`config.mk`:
```
export PLATFORM = sky130hd
export DESIGN_NAME = traffic_corridor_ctrl
export DESIGN_NICKNAME = d
export VERILOG_FILES = /design/src/rtl/traffic_corridor_ctrl.sv
export SDC_FILE = /design/constraint.sdc
export NUM_CORES = 1
export LEC_CHECK = 0
export CORE_ASPECT_RATIO = 1.1
export CORE_UTILIZATION = 40
export DETAILED_ROUTE_END_ITERATION = 10
export GPL_ROUTABILITY_DRIVEN = 1
export GPL_TIMING_DRIVEN = 0
export PLACE_DENSITY_LB_ADDON = 0.15
export SLEW_MARGIN = 20
export SYNTH_ARGS = -nofsm -noshare
export SYNTH_HDL_FRONTEND = slang
export SYNTH_SLANG_ARGS = --single-unit
export TNS_END_PERCENT = 10
```
`constraint.sdc`:
```
create_clock -name clk_50_mhz -period 5.9 [get_ports clk_50_mhz]
set_input_delay 1.475 -clock clk_50_mhz [delete_from_list [all_inputs] [get_ports clk_50_mhz]]
set_output_delay 1.475 -clock clk_50_mhz [all_outputs]
set_load 0.02 [all_outputs]
```
`src/rtl/traffic_corridor_ctrl.sv`:
```
// Corridor light controller: a shared tick prescaler plus one staggered
// north/west sequencing FSM per intersection, with latched pedestrian requests.
module traffic_corridor_ctrl #(
   parameter int NUM_X         = 2,
   parameter int CLK_DIV       = 50_000_000,
   parameter int GRN_TICKS     = 10,
   parameter int YLW_TICKS     = 3,
   parameter int ALL_RED_TICKS = 1,
   parameter int WALK_TICKS    = 6,
   parameter int OFFSET_TICKS  = 2
) (
   input  logic             clk_50_mhz,
   input  logic             reset_n,
   input  logic [NUM_X-1:0] ped_req_nrth,
   input  logic [NUM_X-1:0] ped_req_west,
   output logic [NUM_X-1:0] red_nrth,
   output logic [NUM_X-1:0] ylw_nrth,
   output logic [NUM_X-1:0] grn_nrth,
   output logic [NUM_X-1:0] red_west,
   output logic [NUM_X-1:0] ylw_west,
   output logic [NUM_X-1:0] grn_west,
   output logic [NUM_X-1:0] walk_nrth,
   output logic [NUM_X-1:0] stop_nrth,
   output logic [NUM_X-1:0] walk_west,
   output logic [NUM_X-1:0] stop_west,
   output logic             tick_out
);
   localparam logic [2:0] ST_START = 3'd0;
   localparam logic [2:0] ST_N_GRN = 3'd1;
   localparam logic [2:0] ST_N_YLW = 3'd2;
   localparam logic [2:0] ST_N_RED = 3'd3;
   localparam logic [2:0] ST_W_GRN = 3'd4;
   localparam logic [2:0] ST_W_YLW = 3'd5;
   localparam logic [2:0] ST_W_RED = 3'd6;

   localparam int CNT_W     = $clog2(CLK_DIV);
   localparam int START_MAX = ALL_RED_TICKS + (NUM_X - 1) * OFFSET_TICKS;
   localparam int PH_MAX_A  = (GRN_TICKS > YLW_TICKS) ? GRN_TICKS : YLW_TICKS;
   localparam int PH_MAX    = (PH_MAX_A > START_MAX) ? PH_MAX_A : START_MAX;
   localparam int PH_W      = $clog2(PH_MAX + 1);
   localparam int WALK_EFF  = (WALK_TICKS < GRN_TICKS) ? WALK_TICKS : GRN_TICKS;

   logic [CNT_W-1:0] cnt_r;
   logic [CNT_W-1:0] cnt_nx_s;
   logic             tick_r;

   // Prescaler next count, wrapping at CLK_DIV-1
   always_comb begin
      if (cnt_r == CNT_W'(CLK_DIV - 1)) begin
         cnt_nx_s = {CNT_W{1'b0}};
      end else begin
         cnt_nx_s = cnt_r + CNT_W'(1);
      end
   end

   // Tick is registered from the next count so it lines up with count==CLK_DIV-1
   always_ff @(posedge clk_50_mhz or negedge reset_n) begin
      if (!reset_n) begin
         cnt_r  <= {CNT_W{1'b0}};
         tick_r <= 1'b0;
      end else begin
         cnt_r  <= cnt_nx_s;
         tick_r <= (cnt_nx_s == CNT_W'(CLK_DIV - 1));
      end
   end

   assign tick_out = tick_r;

   for (genvar gi = 0; gi < NUM_X; gi++) begin : g_x
      localparam int START_TICKS = ALL_RED_TICKS + gi * OFFSET_TICKS;

      logic [2:0]      state_r, state_nx_s;
      logic [PH_W-1:0] phase_r, phase_nx_s;
      logic [31:0]     dur_s;
      logic            done_s, enter_n_s, enter_w_s;
      logic            lat_n_r, lat_w_r, serve_n_r, serve_w_r;
      logic            lat_n_nx_s, lat_w_nx_s, serve_n_nx_s, serve_w_nx_s;
      logic            walk_n_nx_s, walk_w_nx_s;
      logic            red_n_r, ylw_n_r, grn_n_r, red_w_r, ylw_w_r, grn_w_r;
      logic            walk_n_r, stop_n_r, walk_w_r, stop_w_r;

      // Hold duration of the current state; START carries the green-wave stagger
      always_comb begin
         case (state_r)
            ST_START:           dur_s = 32'(START_TICKS);
            ST_N_GRN, ST_W_GRN: dur_s = 32'(GRN_TICKS);
            ST_N_YLW, ST_W_YLW: dur_s = 32'(YLW_TICKS);
            default:            dur_s = 32'(ALL_RED_TICKS);
         endcase
      end

      assign done_s = tick_r && (32'(phase_r) == (dur_s - 32'd1));

      // State sequencing and phase counter, both advancing only on ticks
      always_comb begin
         state_nx_s = state_r;
         phase_nx_s = phase_r;
         if (done_s) begin
            phase_nx_s = {PH_W{1'b0}};
            case (state_r)
               ST_START: state_nx_s = ST_N_GRN;
               ST_N_GRN: state_nx_s = ST_N_YLW;
               ST_N_YLW: state_nx_s = ST_N_RED;
               ST_N_RED: state_nx_s = ST_W_GRN;
               ST_W_GRN: state_nx_s = ST_W_YLW;
               ST_W_YLW: state_nx_s = ST_W_RED;
               ST_W_RED: state_nx_s = ST_N_GRN;
               default:  state_nx_s = ST_START;
            endcase
         end else if (tick_r) begin
            phase_nx_s = phase_r + PH_W'(1);
         end else begin
            phase_nx_s = phase_r;
         end
      end

      assign enter_n_s = done_s && (state_nx_s == ST_N_GRN);
      assign enter_w_s = done_s && (state_nx_s == ST_W_GRN);

      // A request in the entry cycle re-arms the latch for the following green
      always_comb begin
         lat_n_nx_s   = ped_req_nrth[gi] | (lat_n_r & ~enter_n_s);
         lat_w_nx_s   = ped_req_west[gi] | (lat_w_r & ~enter_w_s);
         serve_n_nx_s = enter_n_s ? lat_n_r : serve_n_r;
         serve_w_nx_s = enter_w_s ? lat_w_r : serve_w_r;
         walk_n_nx_s  = (state_nx_s == ST_N_GRN) && serve_n_nx_s &&
                        (32'(phase_nx_s) < 32'(WALK_EFF));
         walk_w_nx_s  = (state_nx_s == ST_W_GRN) && serve_w_nx_s &&
                        (32'(phase_nx_s) < 32'(WALK_EFF));
      end

      // State, request latches and registered light outputs
      always_ff @(posedge clk_50_mhz or negedge reset_n) begin
         if (!reset_n) begin
            state_r   <= ST_START;
            phase_r   <= {PH_W{1'b0}};
            lat_n_r   <= 1'b0;
            lat_w_r   <= 1'b0;
            serve_n_r <= 1'b0;
            serve_w_r <= 1'b0;
            red_n_r   <= 1'b1;
            ylw_n_r   <= 1'b0;
            grn_n_r   <= 1'b0;
            red_w_r   <= 1'b1;
            ylw_w_r   <= 1'b0;
            grn_w_r   <= 1'b0;
            walk_n_r  <= 1'b0;
            stop_n_r  <= 1'b1;
            walk_w_r  <= 1'b0;
            stop_w_r  <= 1'b1;
         end else begin
            state_r   <= state_nx_s;
            phase_r   <= phase_nx_s;
            lat_n_r   <= lat_n_nx_s;
            lat_w_r   <= lat_w_nx_s;
            serve_n_r <= serve_n_nx_s;
            serve_w_r <= serve_w_nx_s;
            grn_n_r   <= (state_nx_s == ST_N_GRN);
            ylw_n_r   <= (state_nx_s == ST_N_YLW);
            red_n_r   <= (state_nx_s != ST_N_GRN) && (state_nx_s != ST_N_YLW);
            grn_w_r   <= (state_nx_s == ST_W_GRN);
            ylw_w_r   <= (state_nx_s == ST_W_YLW);
            red_w_r   <= (state_nx_s != ST_W_GRN) && (state_nx_s != ST_W_YLW);
            walk_n_r  <= walk_n_nx_s;
            stop_n_r  <= ~walk_n_nx_s;
            walk_w_r  <= walk_w_nx_s;
            stop_w_r  <= ~walk_w_nx_s;
         end
      end

      assign red_nrth[gi]  = red_n_r;
      assign ylw_nrth[gi]  = ylw_n_r;
      assign grn_nrth[gi]  = grn_n_r;
      assign red_west[gi]  = red_w_r;
      assign ylw_west[gi]  = ylw_w_r;
      assign grn_west[gi]  = grn_w_r;
      assign walk_nrth[gi] = walk_n_r;
      assign stop_nrth[gi] = stop_n_r;
      assign walk_west[gi] = walk_w_r;
      assign stop_west[gi] = stop_w_r;
   end

endmodule

```
==> reports/metrics.yaml, run 1 <==
global_route:
  grt_pass1_wl_um: 12600
  antenna_found_initial: 0
  grt_max_degree: 42
  first_global_vias: 2696
  grt_util_all_layers_pct: 16.9
  overflow: 0
placement:
  gp_congestion: 0.848
  dpl_cell_area_um2: 4130
  place_inst: 519
  dp_hpwl_um: 5090
  portBuffers: 26
critical_path:
  end_kind: "primary output"
  slowest_stage: "clkdlybuf4s50_1"
  critical_path.max_fanout: 1
  cp.required_ns: 4.43
  criticalPathCategory: "reg2out"
  path_cells: "buf_4, clkdlybuf4s50_1"
  critical_path.top_delay_family: "buffers and inverters"
  cp_num_buf_inv: 2
  cp.arrival_ns: 1.54
  startpoint_type: "flop"
  slowest_delay_ns: 0.58
floorplan:
  core_area_um2: 8920
  die_height_um: 103
  initial_core_util_pct: 41.5
  dieArea_um2: 9630
  boundaryPins: 27
  die_x_um: 93.7
  rows: 36
routing:
  firstDrtPassIters: 4
  drtAntennaViolNets: 0
  highest_layer: "met4"
  wl_met1_um: 3320
  vias_per_cell: 5.27
  drc: 0
  wl_met3_um: 178
  wl_per_cell_um: 13.4
  num_vias: 2821
  dr_wl_met2_um: 3570
  detailedRoute.firstIterationViolations: 133
  drt-total-wl_um: 7190
yosys:
  mappedNetlistArea_um2: 3700
  netlist_top_cells_count: "dfrtp_1 (61), nor2_1 (36), nand2_1 (26)"
  yosys.area.top_type_share_pct: 41.3
  syn_nets: 386
  ys_types: 63
  synth_flop_cell: "dfrtp_1"
  synthArstFlopShare_pct: 100
  synth-seq-cells: 69
  synthTopCellsByArea: "dfrtp_1 (41%), dfstp_2 (5.7%), buf_4 (4.7%)"
  yosysWarningCount: 0
  synth_most_common_cell: "dfrtp_1"
  synth-seq-area-share_pct: 47.0
  yosysTopAreaCell: "dfrtp_1"
  synth_edf_count: 0
  syn_inst: 377
  synth_area_per_cell_um2: 9.81
timing:
  min_period_over_period_pct: 51.1
  fin_crit_ns: 3.02
  max_freq_ghz: 0.331
  finalHoldViolations: 0
  finalClockSkew_ns: 0.0129
  maxSlewHeadroom_pct: 42.1
  worstMarginPinSlew_ns: 0.862
  rsz0062_at_grt: "no"
  final_max_slew_viol_count: 0
  finalSetupViolCount: 0
  fin_tns_setup_ns: 0
finish:
  instances_no_fill: 535
  drive_above_1_share_pct: 18.1
  diodes: 0
  fin_area_um2: 4290
  syn2layout_area_growth_pct: 16.0
  nets: 425
  regMostFlops: "cnt_r"
  reg.largest.list: "cnt_r x26, g_x.phase_r x8, g_x.state_r x6"
  final_util_pct: 48.1
  largest_reg_flops: 26
run_status:
  status: "finished clean"
clocking:
  ctsLongestPathBuffers: 2
  cts-root-buf: "clkbuf_8"
  clkTransAtPathRegs_ns: 0.08
  cts_resized: 0
  cts_setup_buffers: 0
  cts_max_level: 3
  clock-sinks: 69
  postCtsHoldBufs: 0
  clk_latency_ns: 0.35
  cts_tree: "yes"
  cts_made_buffers: 9
pwr:
  p_per_area_nw_per_um2: 191
  ir_drop_mv: 0.0780
  leakage_nw: 1.86
  power.total_mw: 0.819
min_path:
  min_path_type: "reg2reg"
run:
  maxCapViolations: 0
-- routing by layer --
| layer | vias to the layer above | track usage [%] |
|---|---|---|
| li1 | 1395 | - |
| met5 | - | 0 |
| met2 | 41 | 28.8 |
| met4 | 0 | 6.86 |
| met1 | 1376 | 21.1 |
| met3 | 9 | 3.17 |
-- logic make-up after synthesis --
kind of cell	after synthesis	synth area share, %
muxes	11	3.18
buffers and inverters	48	7.34
AOI/OAI and AO/OA	59	11.0
adders and majority gates	3	1.02
DFF	69	47.0
and+or+nand+nor	158	23.6
xor gates and xnor gates	29	6.87
-- cell type report --
| type | instances | area [um2] |
|---|---|---|
| Inverter | 12 | 45.0 |
| Buffer | 36 | 226 |
| Clock buffer | 11 | 131 |
| Clock inverter | 5 | 28.8 |
| Tap cell | 114 | 143 |
| Multi-Input combinational cell | 260 | 1700 |
| Timing Repair Buffer | 28 | 283 |
| Fill cell | 842 | 4630 |
| Sequential cell | 69 | 1740 |
-- placed cells by master, fill, tap and decap left out, types with 6 or more instances in the layout --
| cell type | n |
|---|---|
| buf_4 | 24 |
| clkbuf_1 | 10 |
| a21oi_1 | 12 |
| nor2_1 | 36 |
| clkdlybuf4s50_1 | 25 |
| clkbuf_8 | 9 |
| dfrtp_1 | 61 |
| nand3b_1 | 6 |
| dfstp_2 | 8 |
| xor2_1 | 15 |
| and3_1 | 6 |
| mux2_2 | 6 |
| xnor2_1 | 14 |
| nor3_1 | 9 |
| nand2_1 | 26 |
| nand3_1 | 20 |
| o21ai_0 | 17 |
| inv_1 | 12 |
| nand4_1 | 11 |
-- worst paths after layout --
check	start	end	slack, ns	cells after the start
max reg2reg	cnt_r[0]$_DFF_PN0_	tick_out$_DFF_PN0_	2.99	8
max in group asynchronous	reset_n	g_x[0].red_n_r$_DFF_PN1_	4.25	2
min in group asynchronous	reset_n	g_x[1].lat_n_r$_DFF_PN0_	1.05	1
min	g_x[1].lat_n_r$_DFF_PN0_	g_x[1].lat_n_r$_DFF_PN0_	0.48	1
max	g_x[0].stop_n_r$_DFF_PN1_	stop_nrth[0]	2.88	2
min reg2reg	g_x[1].lat_n_r$_DFF_PN0_	g_x[1].lat_n_r$_DFF_PN0_	0.48	1
-- report_power, final --
group	switching [mW]	total (mW)	internal [mW]	leakage, nW
Clock	0.182	0.332	0.151	0.0868
Combinational	0.00950	0.0136	0.00411	0.876
Sequential	0.0000000000000000315	0.473	0.473	0.901
Total	0.191	0.819	0.628	1.86
-- per-stage QoR --
| stage | hold slack [ns] | setup WS, ns |
|---|---|---|
| 6_report | 0.485 | 2.88 |
| 5_1_grt | 0.503 | 2.76 |
| 4_1_cts | 0.491 | 2.87 |
| 3_5_place_dp | 0.469 | 3.03 |
| 3_3_place_gp | 0.457 | 0.977 |
| 2_1_floorplan | 0.445 | 3.54 |
(Power assumes the default switching activity.)
==> run 2, diff against run 1 <==
Clock period 5.9 ns to 2.7 ns, I/O delays scaled along.
==> reports/metrics.yaml, run 2 (same netlist as run 1, synthesis figures left out) <==
routing:
  detailedRoute.firstIterationViolations: 122
  wl_per_cell_um: 13.4
  drtAntennaViolNets: 0
  num_vias: 2833
  drt-total-wl_um: 7240
  firstDrtPassIters: 4
  drc: 0
  vias_per_cell: 5.27
timing:
  maxSlewHeadroom_pct: 41.3
  worstMarginPinSlew_ns: 0.874
  max_freq_ghz: 0.388
  hold_ws_ns: 0.253
  final_max_slew_viol_count: 0
  fin_crit_ns: 2.58
  finalClockSkew_ns: 0.0132
  rsz0062_at_grt: "no"
  min_period_over_period_pct: 95.5
  finalHoldViolations: 0
  finalWorstSetupSlack_ns: 0.120
  fin_tns_setup_ns: 0
  finalSetupViolCount: 0
clocking:
  clock-sinks: 69
  cts_max_level: 3
  cts_tree: "yes"
  cts-root-buf: "clkbuf_8"
  clkTransAtPathRegs_ns: 0.08
  clk_latency_ns: 0.35
  ctsLongestPathBuffers: 2
  cts_made_buffers: 9
floorplan:
  boundaryPins: 27
  dieArea_um2: 9630
  initial_core_util_pct: 41.5
  core_area_um2: 8920
  die_height_um: 103
  rows: 36
  die_x_um: 93.7
global_route:
  grt_max_degree: 42
  grt_pass1_wl_um: 12600
  overflow: 0
  antenna_found_initial: 0
  first_global_vias: 2712
  grt_util_all_layers_pct: 16.9
finish:
  fillers: 848
  reg.largest.list: "cnt_r x26, g_x.phase_r x8, g_x.state_r x6"
  regMostFlops: "cnt_r"
  fin_area_um2: 4330
  syn2layout_area_growth_pct: 17.1
  final_cell_mix: "dfrtp_1 (60), nor2_1 (36), buf_4 (27)"
  largest_reg_flops: 26
  final_util_pct: 48.5
  nets: 428
  instances_no_fill: 538
  drive_above_1_share_pct: 19.1
  diodes: 0
  layout.cells.most_common: "dfrtp_1"
run:
  maxCapViolations: 0
pwr:
  p_per_area_nw_per_um2: 414
  power.total_mw: 1.79
  leakage_nw: 1.92
  ir_drop_mv: 0.171
run_status:
  status: "finished clean"
placement:
  dpl_cell_area_um2: 4130
  dp_slack_ns: -0.168
  dp_hpwl_um: 5090
  place_inst: 519
  portBuffers: 26
  gp_congestion: 0.848
critical_path:
  cp.arrival_ns: 2.87
  critical_path.max_fanout: 10
  slowest_delay_ns: 0.63
  r2r_start: "cnt_r[0]$_DFF_PN0_"
  cp.required_ns: 2.99
  startpoint_type: "flop"
  rr_endpoint: "tick_out$_DFF_PN0_"
  criticalPathCategory: "reg2reg"
  r2r_setup_slack_ns: 0.12
  path_cells: "ha_1, clkbuf_2, nand4_1, buf_4, nor4_4, buf_2, or4b_2, nor3_1, and4b_1"
  end_kind: "flop"
  slowest_stage: "or4b_2"
  rr_worst_depth: 9
min_path:
  min_path_type: "in2async"
==> run 2: layout make-up <==
class                      count  area, um2  share of cell area, %
buffer                        36        228                   5.26
clock buffer                  11        131                   3.03
clock inverter                 5       28.8                  0.665
inverter                      12       45.0                   1.04
multi-input combinational    260       1710                   39.5
sequential                    69       1740                   40.1
tap                          114        143                   3.29
timing repair buffer          31        305                   7.05
==> run 2: metal layers <==
layer / part of all wire (%) / vias to the layer above / global-route usage [%] / wire length, um
met1: 46 / 1386 / 20.9 / 3320
li1: - / 1402 / - / -
met2: 50 / 34 / 28.8 / 3590
met5: 0 / - / 0 / 0
met3: 2.2 / 11 / 3.17 / 157
met4: 2.3 / 0 / 7.69 / 165
==> run 2: worst max path at each step <==
stage                                           start                        end  slack, ns  cells after the start
after CTS                          cnt_r[0]$_DFF_PN0_         tick_out$_DFF_PN0_       0.04                      9
after global routing      g_x[0].state_r[0]$_DFF_PN0_  g_x[0].walk_w_r$_DFF_PN0_     0.0001                      6
final                              cnt_r[0]$_DFF_PN0_         tick_out$_DFF_PN0_       0.12                      9
after global placement                        reset_n        cnt_r[23]$_DFF_PN0_      -1.42                      1
after floorplan                    cnt_r[0]$_DFF_PN0_         tick_out$_DFF_PN0_       0.34                      7
after detailed placement           cnt_r[0]$_DFF_PN0_         tick_out$_DFF_PN0_      -0.17                      8
==> run 2: power breakdown <==
part                  switching [mW]  total, mW  internal [mW]
sequential     0.0000000000000000687       1.03           1.03
combinational                 0.0206     0.0296        0.00898
clock                          0.399      0.729          0.329
==> run 2: worst max-delay path: cells and delay by family (launching register included) <==
kind                       cells  cell delay [ns]
adders and majority gates      1             0.24
buffers and inverters          3             0.51
DFF                            1             0.46
and+or+nand+nor                5             1.31
==> run 2: repair_timing <==
action,CTS,global route
endpoints found under the setup margin,1,1
pin swaps,2,0
buffers inserted,3,0
resized for setup,2,3
hold buffers,0,0
==> run 3, diff against run 2 <==
==> constraint.sdc (replaced) <==
create_clock -name clk_50_mhz -period 2.7 [get_ports clk_50_mhz]
set_input_delay 0.675 -clock clk_50_mhz [delete_from_list [all_inputs] [get_ports clk_50_mhz]]
set_output_delay 0.675 -clock clk_50_mhz [all_outputs]
set_load 0.1 [all_outputs]
==> reports/metrics.yaml, run 3 (same netlist as run 1, synthesis figures left out) <==
run_status:
  status: "finished clean"
min_path:
  min_path_type: "in2async"
routing:
  detailedRoute.firstIterationViolations: 107
  num_vias: 2834
  drt-total-wl_um: 7250
  drtAntennaViolNets: 0
  firstDrtPassIters: 4
  drc: 0
  wl_per_cell_um: 13.4
  vias_per_cell: 5.24
timing:
  maxSlewHeadroom_pct: 35.3
  rsz0062_at_grt: "no"
  min_period_over_period_pct: 95.8
  fin_crit_ns: 2.59
  finalWorstSetupSlack_ns: 0.113
  finalHoldViolations: 0
  final_max_slew_viol_count: 0
  worstMarginPinSlew_ns: 0.967
  max_freq_ghz: 0.387
  finalSetupViolCount: 0
  fin_tns_setup_ns: 0
  finalClockSkew_ns: 0.0135
finish:
  reg.largest.list: "cnt_r x26, g_x.phase_r x8, g_x.state_r x6"
  syn2layout_area_growth_pct: 17.2
  diodes: 0
  layout.cells.most_common: "dfrtp_1"
  instances_no_fill: 541
  final_cell_mix: "dfrtp_1 (60), buf_4 (37), nor2_1 (36)"
  largest_reg_flops: 26
  final_util_pct: 48.6
  regMostFlops: "cnt_r"
  nets: 431
  fillers: 843
  drive_above_1_share_pct: 21.3
pwr:
  power.total_mw: 1.79
  switching_power_mw: 0.420
  leakage_nw: 1.93
  clockPowerShare_pct: 40.6
  p_per_area_nw_per_um2: 413
  p_comb_share_pct: 1.7
  p_int_mw: 1.37
  seq_power_share_pct: 57.7
  ir_drop_mv: 0.167
  swShare_pct: 23.4
critical_path:
  rr_endpoint: "tick_out$_DFF_PN0_"
  worstSetupStartpoint: "cnt_r[0]$_DFF_PN0_"
  cp.arrival_ns: 2.88
  rr_worst_depth: 9
  startpoint_type: "flop"
  end_kind: "flop"
  criticalPathCategory: "reg2reg"
  r2r_setup_slack_ns: 0.11
  setup.worst_path.end: "tick_out$_DFF_PN0_"
  r2r_start: "cnt_r[0]$_DFF_PN0_"
  critical_path.max_fanout: 10
  cp.required_ns: 2.99
clocking:
  cts_max_level: 3
  clkTransAtPathRegs_ns: 0.08
  cts_tree: "yes"
  clock-sinks: 69
  clk_latency_ns: 0.35
  cts-root-buf: "clkbuf_8"
  cts_made_buffers: 9
  ctsLongestPathBuffers: 2
global_route:
  overflow: 0
  grt_pass1_wl_um: 12600
  first_global_vias: 2706
  grt_util_all_layers_pct: 16.9
  grt_max_degree: 42
  antenna_found_initial: 0
floorplan:
  initial_core_util_pct: 41.5
  rows: 36
  die_x_um: 93.7
  dieArea_um2: 9630
  die_height_um: 103
  core_area_um2: 8920
  boundaryPins: 27
placement:
  dp_slack_ns: -0.168
  portBuffers: 26
  dp_hpwl_um: 5090
  place_inst: 519
  gp_congestion: 0.848
run:
  maxCapViolations: 0
## run 3: changes by cell type in the layout (fill, tap and decap cells not counted), sizes merged
cell           before  now
clkdlybuf4s50      25   17
dlygate4sd2         0    1
buf                34   44
## run 3: layer usage
metal / global-route usage (%) / vias up / routed length (um)
met5: 0 / - / 0
met4: 6.86 / 0 / 167
met3: 3.17 / 12 / 159
met2: 29.0 / 35 / 3550
met1: 21.0 / 1375 / 3380
li1: - / 1412 / -
## run 3: critical path, cell delays in order (launching register included)
cell	delay, ns
dfrtp_2	0.46
ha_1	0.24
clkbuf_2	0.20
nand4_1	0.13
buf_4	0.16
nor4_4	0.07
buf_2	0.16
or4b_2	0.63
nor3_1	0.25
and4b_1	0.23
## run 3: how the worst min path moves through the flow
| stage | start | slack (ns) | endpoint |
|---|---|---|---|
| 6_report | reset_n | 0.25 | g_x[1].lat_n_r$_DFF_PN0_ |
| 5_1_grt | reset_n | 0.27 | g_x[1].lat_n_r$_DFF_PN0_ |
| 4_1_cts | reset_n | 0.26 | g_x[1].lat_n_r$_DFF_PN0_ |
| 3_5_place_dp | g_x[0].lat_w_r$_DFF_PN0_ | 0.47 | g_x[0].lat_w_r$_DFF_PN0_ |
| 3_3_place_gp | g_x[1].lat_w_r$_DFF_PN0_ | 0.46 | g_x[1].lat_w_r$_DFF_PN0_ |
| 2_1_floorplan | reset_n | 0.38 | cnt_r[0]$_DFF_PN0_ |
## run 3: power by group through the flow
stage / registers (mW) / logic (mW) / clock network (mW)
after floorplan: 1.05 / 0.0000670 / 0
after global routing: 1.03 / 0.0352 / 0.806
after global placement: 1.05 / 0.0284 / 0
final: 1.03 / 0.0298 / 0.728
after CTS: 1.03 / 0.0321 / 0.756
after detailed placement: 1.05 / 0.0321 / 0
## run 3: cell type report
class                      count  area (um2)  area share [%]
buffer                        36         228            5.26
clock buffer                  11         131            3.03
clock inverter                 5        28.8           0.664
inverter                      12        45.0            1.04
multi-input combinational    260        1710            39.5
sequential                    69        1740            40.1
tap                          114         143            3.29
timing repair buffer          34         309            7.13
## run 3: through the flow
step / hold slack (ns) / instance area (um2)
floorplan: 0.379 / 3700
global placement: 0.457 / 4100
detailed placement: 0.469 / 4130
CTS: 0.264 / 4280
global route: 0.271 / 4330
finish: 0.252 / 4330
## run 3: timing repair
action	4_1_cts	5_1_grt
resized for setup	9	4
endpoints found under the setup margin	9	11
hold buffers	0	0
pin swaps	0	2
hold endpoints to repair	0	0
setup buffers	0	6
